===== src/rtl/step_arbiter.sv =====
// Round-robin arbiter that hands one step-sequenced resource to a requester,
// walks its job through step 0..len-1 and pulses done to the owner at the end.
module step_arbiter #(
    parameter int N = 2,
    parameter int W = 8
) (
    input  logic           clk,
    input  logic           rst,
    input  logic [N-1:0]   req,
    input  logic [N*W-1:0] len,
    output logic [N-1:0]   grant,
    output logic           busy,
    output logic [W-1:0]   step,
    output logic           step_vld,
    output logic [N-1:0]   done
);

    localparam int IW = (N > 1) ? $clog2(N) : 1;

    typedef enum logic [1:0] {
        S_IDLE,
        S_RUN,
        S_DONE
    } state_t;

    state_t          state_reg, state_next;
    logic [N-1:0]    grant_reg, grant_next;
    logic [IW-1:0]   owner_reg, owner_next;
    logic [W-1:0]    len_reg, len_next;
    logic [W-1:0]    step_reg, step_next;
    logic [IW-1:0]   ptr_reg, ptr_next;

    logic [W-1:0]    len_arr  [N];
    logic [IW-1:0]   cand_idx [N];
    logic            win_found;
    logic [IW-1:0]   win_idx;
    logic [IW-1:0]   owner_succ;

    // cand_idx[k] is the k-th requester visited when scanning upward from the pointer
    genvar gi;
    generate
        for (gi = 0; gi < N; gi++) begin : g_cand
            logic [IW:0] sum;
            assign len_arr[gi] = len[gi*W +: W];
            assign sum         = {1'b0, ptr_reg} + (IW+1)'(gi);
            assign cand_idx[gi] = (sum >= (IW+1)'(N)) ? IW'(sum - (IW+1)'(N)) : IW'(sum);
        end
    endgenerate

    always_comb begin
        win_found = 1'b0;
        win_idx   = '0;
        for (int k = 0; k < N; k++) begin
            if (!win_found && req[cand_idx[k]]) begin
                win_found = 1'b1;
                win_idx   = cand_idx[k];
            end
        end
    end

    assign owner_succ = (owner_reg == IW'(N - 1)) ? '0 : owner_reg + IW'(1);

    always_comb begin
        state_next = state_reg;
        grant_next = grant_reg;
        owner_next = owner_reg;
        len_next   = len_reg;
        step_next  = step_reg;
        ptr_next   = ptr_reg;
        case (state_reg)
            S_IDLE: begin
                if (win_found) begin
                    state_next          = S_RUN;
                    grant_next          = '0;
                    grant_next[win_idx] = 1'b1;
                    owner_next          = win_idx;
                    len_next            = (len_arr[win_idx] == '0) ? W'(1) : len_arr[win_idx];
                    step_next           = '0;
                end
            end
            S_RUN: begin
                // Owner withdrawing its request abandons the job without a done pulse
                if (!req[owner_reg]) begin
                    state_next = S_IDLE;
                    grant_next = '0;
                    step_next  = '0;
                    ptr_next   = owner_succ;
                end else if (step_reg == len_reg - W'(1)) begin
                    state_next = S_DONE;
                end else begin
                    step_next = step_reg + W'(1);
                end
            end
            S_DONE: begin
                state_next = S_IDLE;
                grant_next = '0;
                step_next  = '0;
                ptr_next   = owner_succ;
            end
            default: begin
                state_next = S_IDLE;
                grant_next = '0;
                step_next  = '0;
            end
        endcase
    end

    always_ff @(posedge clk or posedge rst) begin
        if (rst) begin
            state_reg <= S_IDLE;
            grant_reg <= '0;
            owner_reg <= '0;
            len_reg   <= '0;
            step_reg  <= '0;
            ptr_reg   <= '0;
        end else begin
            state_reg <= state_next;
            grant_reg <= grant_next;
            owner_reg <= owner_next;
            len_reg   <= len_next;
            step_reg  <= step_next;
            ptr_reg   <= ptr_next;
        end
    end

    assign grant    = grant_reg;
    assign busy     = (state_reg != S_IDLE);
    assign step     = step_reg;
    assign step_vld = (state_reg == S_RUN);
    assign done     = (state_reg == S_DONE) ? grant_reg : '0;

endmodule


===== config.mk =====
export PLATFORM = sky130hd
export DESIGN_NAME = step_arbiter
export DESIGN_NICKNAME = d
export VERILOG_FILES = /design/src/rtl/step_arbiter.sv
export SDC_FILE = /design/constraint.sdc
export NUM_CORES = 1
export LEC_CHECK = 0
export CAP_MARGIN = 15
export CORE_ASPECT_RATIO = 0.5
export CORE_UTILIZATION = 47
export CTS_CLUSTER_DIAMETER = 30
export DETAILED_ROUTE_END_ITERATION = 8
export PLACE_DENSITY = 0.76
export SYNTH_ARGS = -nofsm -noshare
export SYNTH_HDL_FRONTEND = slang
export SYNTH_SLANG_ARGS = --single-unit

===== constraint.sdc =====
create_clock -name clk -period 2.8 [get_ports clk]
set_input_delay 0.7 -clock clk [delete_from_list [all_inputs] [get_ports clk]]
set_output_delay 0.7 -clock clk [all_outputs]
set_load 0.01 [all_outputs]

Word level (Yosys, flattened, before mapping)
Index checks and enable logic that the tools add are counted.
W data, S select, Z words.
{"block": "classes", "n_bitwise": 1, "n_mux": 33, "magnitude_cmp": 8, "n_addsub": 6, "n_reduce_logical": 12, "eq_ne": 7}
{"cell": "$mux W8", "count": 7}
{"cell": "$pmux W8 S2", "count": 1}
{"cell": "$mux W1", "count": 15}
{"cell": "$mux W2", "count": 6}
{"cell": "$reduce_and A2 Y1", "count": 5}
{"cell": "$add A8 B1 Y8 const B", "count": 1}
{"cell": "$eq A8 B8 Y1", "count": 1}
{"cell": "$logic_not A8 Y1", "count": 1}
{"cell": "$lt A1 B2 Y1 const B", "count": 4}
{"cell": "$pmux W2 S2", "count": 2}
{"cell": "$sub A8 B1 Y8 const B", "count": 1}
{"cell": "$ge A2 B2 Y1 const B", "count": 2}
{"cell": "$ne A2 B2 Y1 const B", "count": 2}
{"cell": "$reduce_bool A2 Y1", "count": 2}
{"cell": "$ne A3 B2 Y1 const B", "count": 1}
{"cell": "$ne A3 B3 Y1 const B", "count": 1}
{"cell": "$add A1 B1 Y2 const B", "count": 1}
{"cell": "$eq A2 B1 Y1 const B", "count": 1}
{"cell": "$eq A2 B2 Y1 const B", "count": 1}
{"cell": "$ge A1 B2 Y1 const B", "count": 1}
{"cell": "$logic_and A1 B1 Y1", "count": 2}
{"cell": "$logic_not A2 Y1", "count": 1}
{"cell": "$not A1 Y2", "count": 1}
{"cell": "$pmux W1 S2", "count": 1}
{"cell": "5 further kinds", "count": 6}
{"block": "totals", "elab_cells": 73, "ff_bits": 22, "out_inout_bits": 14, "inputBits": 20}

Depth between registers and ports, before layout
{"block": "depth", "depth_word": 14, "mapped_depth": 9, "ltp_nobuf": 8}

Least setup slack after synthesis
Ideal clock, no wire load.
{"block": "synth_timing", "path_type": "flip-flop to flip-flop", "start": "reg len_reg[0]", "end": "reg step_reg[5], in the netlist step[5]", "path_slack_ns": 0.789, "period_less_slack_ns": 2.011, "arrival_time_ns": 1.878, "required_ns": 2.667, "n_path_buf": 1, "stages_incl_launch_ff": 10, "cell_sequence": "dfrtp_1 -> inv_1 -> ha_1 -> xnor2_1 -> a21oi_1 -> o21ai_0 -> a2111oi_4 -> buf_6 -> a2bb2oi_1 -> nand2_1"}
{"block": "synth_via", "elab_chain_cells": 4}
{"element": "start, declared", "line": "29", "text": "logic [W-1:0] len_reg, len_next;"}
{"element": "start signal, assigned", "line": "120", "text": "len_reg <= len_next;"}
{"element": "$sub A8 B1 Y8", "line": "88", "text": "end else if (step_reg == len_reg - W'(1)) begin"}
{"element": "$eq A8 B8 Y1", "line": "88"}
{"element": "$ne A3 B3 Y1 (no source line)"}
{"element": "$reduce_and A2 Y1 (no source line)"}
{"element": "end signal, assigned", "line": "121", "text": "step_reg <= step_next;"}
{"element": "end, declared", "line": "30", "text": "logic [W-1:0] step_reg, step_next;"}
Every way passes these cells.
A chain may end at the register's enable or synchronous reset.

Worst setup path in the final report
{"block": "layout_timing", "start": "reg state_reg[1]", "end": "out busy"}
{"block": "layout_via", "elab_chain_cells": 1}
{"element": "start, declared", "line": "26", "text": "state_t state_reg, state_next;"}
{"element": "start signal, assigned", "line": "117", "text": "state_reg <= state_next;"}
{"element": "$reduce_bool A2 Y1", "line": "127", "text": "assign busy = (state_reg != S_IDLE);"}
{"element": "end, declared", "line": "12", "text": "output logic busy,"}
Every way passes these cells.

==> impl_results.md <==
- Outcome: finished clean
- IR Drop Worst-Case VDD: 0.377 mV
- HPWL reported at the end of detailed placement: about 2.6 mm
- Fin. Hold Viols: 0
- TNS Setup: 0 ns
- Largest net degree at the start of global routing: 23
- Worst Hold Margin: 0.523 ns
- Fin crit share: 82.5%
- Max Clock Freq: 433 MHz
- YS warnings: 0
- Vias in the first global route: around 1100
- Worst Path Required: 2.10 ns
- Slew at the pin closest to its max-slew limit: ~0.4 ns
- Effective utilization at floorplan: 51.9%
- Worst setup EP type: primary output
- Total nets after synthesis: 177
- Vias after detailed routing: 1279
- Net count of the finished layout: 215
- Clock Latency Late Sink: 0.27 ns
- Setup violation total in the final timing report: 0
- Fraction of synthesized cell area taken by the top area cell type: 39.0%
- Per-instance average area after synthesis: just over 9 um^2
- Setup skew after layout: 0.00241 ns
- Cell-by-cell trace of the critical path: or2_2 -> clkdlybuf4s50_1
- Setup Buffers After CTS: 0
- Fin util: 68.2%
- Finished Layout Cells: 229
- Area added between synthesis and finish: 31.3%
- Clock slew at the register clock pins of the worst setup and hold paths: ~0.08 ns
- Total Die Area: between 3000 and 4000 um^2
- Sequential cell area fraction in the yosys report: 39.0%
- Global-route wire length before repair: about 5.2 mm
- Diodes inserted: 0
- Core outline area: ~2700 um^2
- Resized cells post-CTS: 0
- Horiz. Die Dim: a little under 80 um
- Number of unique standard cell types used by synthesis: 35
- Number of remaining DRC errors: 0
- Global-route track usage on met3: between 4 and 5%
- Pins Over Slew Limit: 0
- GR met1 Demand/Resource: roughly a third
- Total of flip-flops plus latches after synthesis: 22
- Overall track demand over capacity in global routing: 22.8%
- Endpoint with the worst hold slack: len_reg[7]
- Number of antenna violations at the first check in global routing: 0
- Static power due to leakage: 0.808 nW
- Power per Cell Area: 858 nW/um^2
- Worst-path fanout max: 7
- Sequential cell area: 551 um^2
- Synth top area cells: sky130_fd_sc_hd__dfrtp_1, sky130_fd_sc_hd__o21ai_0, sky130_fd_sc_hd__mux2i_1
- Worst hold path type: reg -> reg
- Congestion Overflow GR: 0
- Number of DRC markers after the initial detailed-route iteration: 79
- Worst slew margin: 72.7%
- Stage delay of the slowest cell on the critical path: 0.50 ns
- Die outline height: 40.7 um
- Row count: 13
- Detailed Routing Iterations Pass 1: 4
- Startpoint of the most critical hold path: len_reg[7]
- Vias per cell: 5.59
- Crit Path Category: reg -> out
- CTS Root Buffer Type: sky130_fd_sc_hd__clkbuf_8
- Most congested layer reported by global routing: met2
- FF-to-FF setup slack: between 0.5 and 0.6 ns
- Hold_buf cts: 0
- Antenna Nets Post-Route: 0
- Number of stages on the worst hold path: 2
- Number of standard cells after synthesis: 155
- Wirelength per Cell: around 14 um
- Met2 usage: 36.5%
- Final Routed Wirelength: 3.32 mm
- FF-to-FF End: step[4]
- R2R cell count: 9
- Number of buffers inserted by port buffering: 33
- Number of H-tree branching levels: 1
- CP max stage cell: sky130_fd_sc_hd__clkdlybuf4s50_1
- Clock period minus final worst setup slack: 2.31 ns
- Io pins: 34
- Number of buffers between clock root and the deepest sink: 2
- Worst path buffer plus inverter count: 1
- Synthesized area: 1410 um^2
- Largest area contributor in the synthesized netlist: sky130_fd_sc_hd__dfrtp_1
- Number of clock sinks: 22
- Setup repair after global routing missed its margin: no
- Multi-input logic area: 798 um^2
- CTS tree: yes
- Max-cap check violation count: 0
- Data arrival time of the worst path: 1.61 ns
- Overall power of the completed layout: 1.59 mW
- Delay-heaviest family, CP: buffers and inverters
- Fill cell total of the finished layout: ~220
- CTS Buf Count: 3
- Launch instance of the worst register-to-register path: len_reg[0]
- Weighted congestion at the end of routability-driven global placement: about 0.77
- Number of placed instances with taps included: 225
- Category of the worst setup path launch point: flip-flop
- Share of layout cells above drive strength 1: 7.29%
worst reg2reg max path, cell delays in order, from the launching register on:
cell and delay (ns):
sky130_fd_sc_hd__dfrtp_1 0.42, sky130_fd_sc_hd__inv_1 0.10, sky130_fd_sc_hd__ha_1 0.29, sky130_fd_sc_hd__nand3_1 0.12
sky130_fd_sc_hd__o21ai_0 0.08, sky130_fd_sc_hd__o21ai_0 0.29, sky130_fd_sc_hd__a2111oi_4 0.12, sky130_fd_sc_hd__buf_4 0.20
sky130_fd_sc_hd__or4_1 0.48, sky130_fd_sc_hd__nand3_1 0.10
report_power, final:
group / internal (mW) / total (mW) / switching [mW] / leakage [nW]
clock network: 0.126 / 0.234 / 0.109 / 0.0288
logic: 0.373 / 0.778 / 0.405 / 0.496
registers: 0.427 / 0.576 / 0.149 / 0.283
total: 0.926 / 1.59 / 0.663 / 0.808
worst max-delay path by stage:
stage	end	slack (ns)	start	cells past startpoint
floorplan	step[5]	0.79	len_reg[0]	9
finish	busy	0.49	state_reg[1]	2
global route	step[4]	0.37	len_reg[0]	9
detailed placement	step[5]	0.38	req[1]	6
global placement	step[5]	0.45	req[1]	6
CTS	busy	0.49	state_reg[1]	2
cell families after synthesis:
| group | after synthesis | synth area share, % |
|---|---|---|
| AO/OA/AOI/OAI | 41 | 19.0 |
| flip-flops | 22 | 39.0 |
| multiplexers | 8 | 5.68 |
| adder cells (fa/ha/maj) | 2 | 1.77 |
| buffers and inverters | 14 | 4.35 |
| XOR/XNOR | 11 | 7.36 |
| AND/OR/NAND/NOR | 57 | 22.8 |
metrics by stage:
| stage | worst slack [ns] | area (um^2) |
|---|---|---|
| 2_1_floorplan | 0.789 | 1410 |
| 3_3_place_gp | 0.454 | 1800 |
| 3_5_place_dp | 0.381 | 1800 |
| 4_1_cts | 0.492 | 1850 |
| 5_1_grt | 0.375 | 1850 |
| 6_report | 0.491 | 1850 |
final cells by class:
cell class | instances | area share [%]
inverters | 9 | 1.82
flip-flops and latches | 22 | 29.7
clock buffers | 4 | 2.97
well taps | 37 | 2.50
repair buffers | 38 | 19.9
multi-input cells | 119 | 43.1
synthesized netlist by cell type:
library cell	count
sky130_fd_sc_hd__or2_2	1
sky130_fd_sc_hd__a2bb2oi_1	1
sky130_fd_sc_hd__xnor2_2	1
sky130_fd_sc_hd__ha_1	2
sky130_fd_sc_hd__a211oi_1	1
sky130_fd_sc_hd__or3_1	1
sky130_fd_sc_hd__o21a_1	2
sky130_fd_sc_hd__nand2b_1	3
sky130_fd_sc_hd__a2111oi_4	1
sky130_fd_sc_hd__a22o_1	1
sky130_fd_sc_hd__nand3b_1	2
sky130_fd_sc_hd__o31a_1	2
sky130_fd_sc_hd__o21ai_0	17
sky130_fd_sc_hd__nor4_2	1
sky130_fd_sc_hd__xor2_1	4
sky130_fd_sc_hd__nor2_1	5
sky130_fd_sc_hd__buf_2	1
sky130_fd_sc_hd__o211ai_1	3
sky130_fd_sc_hd__nor3_1	3
sky130_fd_sc_hd__clkbuf_1	3
sky130_fd_sc_hd__mux2i_1	8
sky130_fd_sc_hd__nand4_1	3
sky130_fd_sc_hd__xnor2_1	6
sky130_fd_sc_hd__nand2_1	19
sky130_fd_sc_hd__o21bai_1	1
sky130_fd_sc_hd__buf_6	1
sky130_fd_sc_hd__dfrtp_1	22
sky130_fd_sc_hd__nand4b_4	1
sky130_fd_sc_hd__nor4_1	4
sky130_fd_sc_hd__a21oi_1	10
sky130_fd_sc_hd__inv_1	9
sky130_fd_sc_hd__o311ai_0	2
sky130_fd_sc_hd__nand3_1	7
sky130_fd_sc_hd__and3b_1	2
sky130_fd_sc_hd__or4_1	5
placed cells by master, fill, tap and decap left out, drive strengths merged, types with 2 or more instances in the layout:
cell type,instances
buf,5
xnor2,7
o211ai,3
nor3,3
ha,2
nand3,7
clkdlybuf4s50,33
xor2,4
mux2i,8
o21ai,17
dfrtp,22
inv,9
nor2,5
o311ai,2
or4,5
o21a,2
nor4,5
nand2,19
nand4,3
nand3b,2
a21oi,10
nand2b,3
and3b,2
clkbuf,4
o31a,2
per-layer routing:
metal / wire, um / vias up
li1: - / 640
met2: 1380 / 40
met5: 0 / -
met1: 1710 / 594
met4: 38 / 0
met3: 191 / 5
Note: power is estimated with default switching activity, not from simulation.
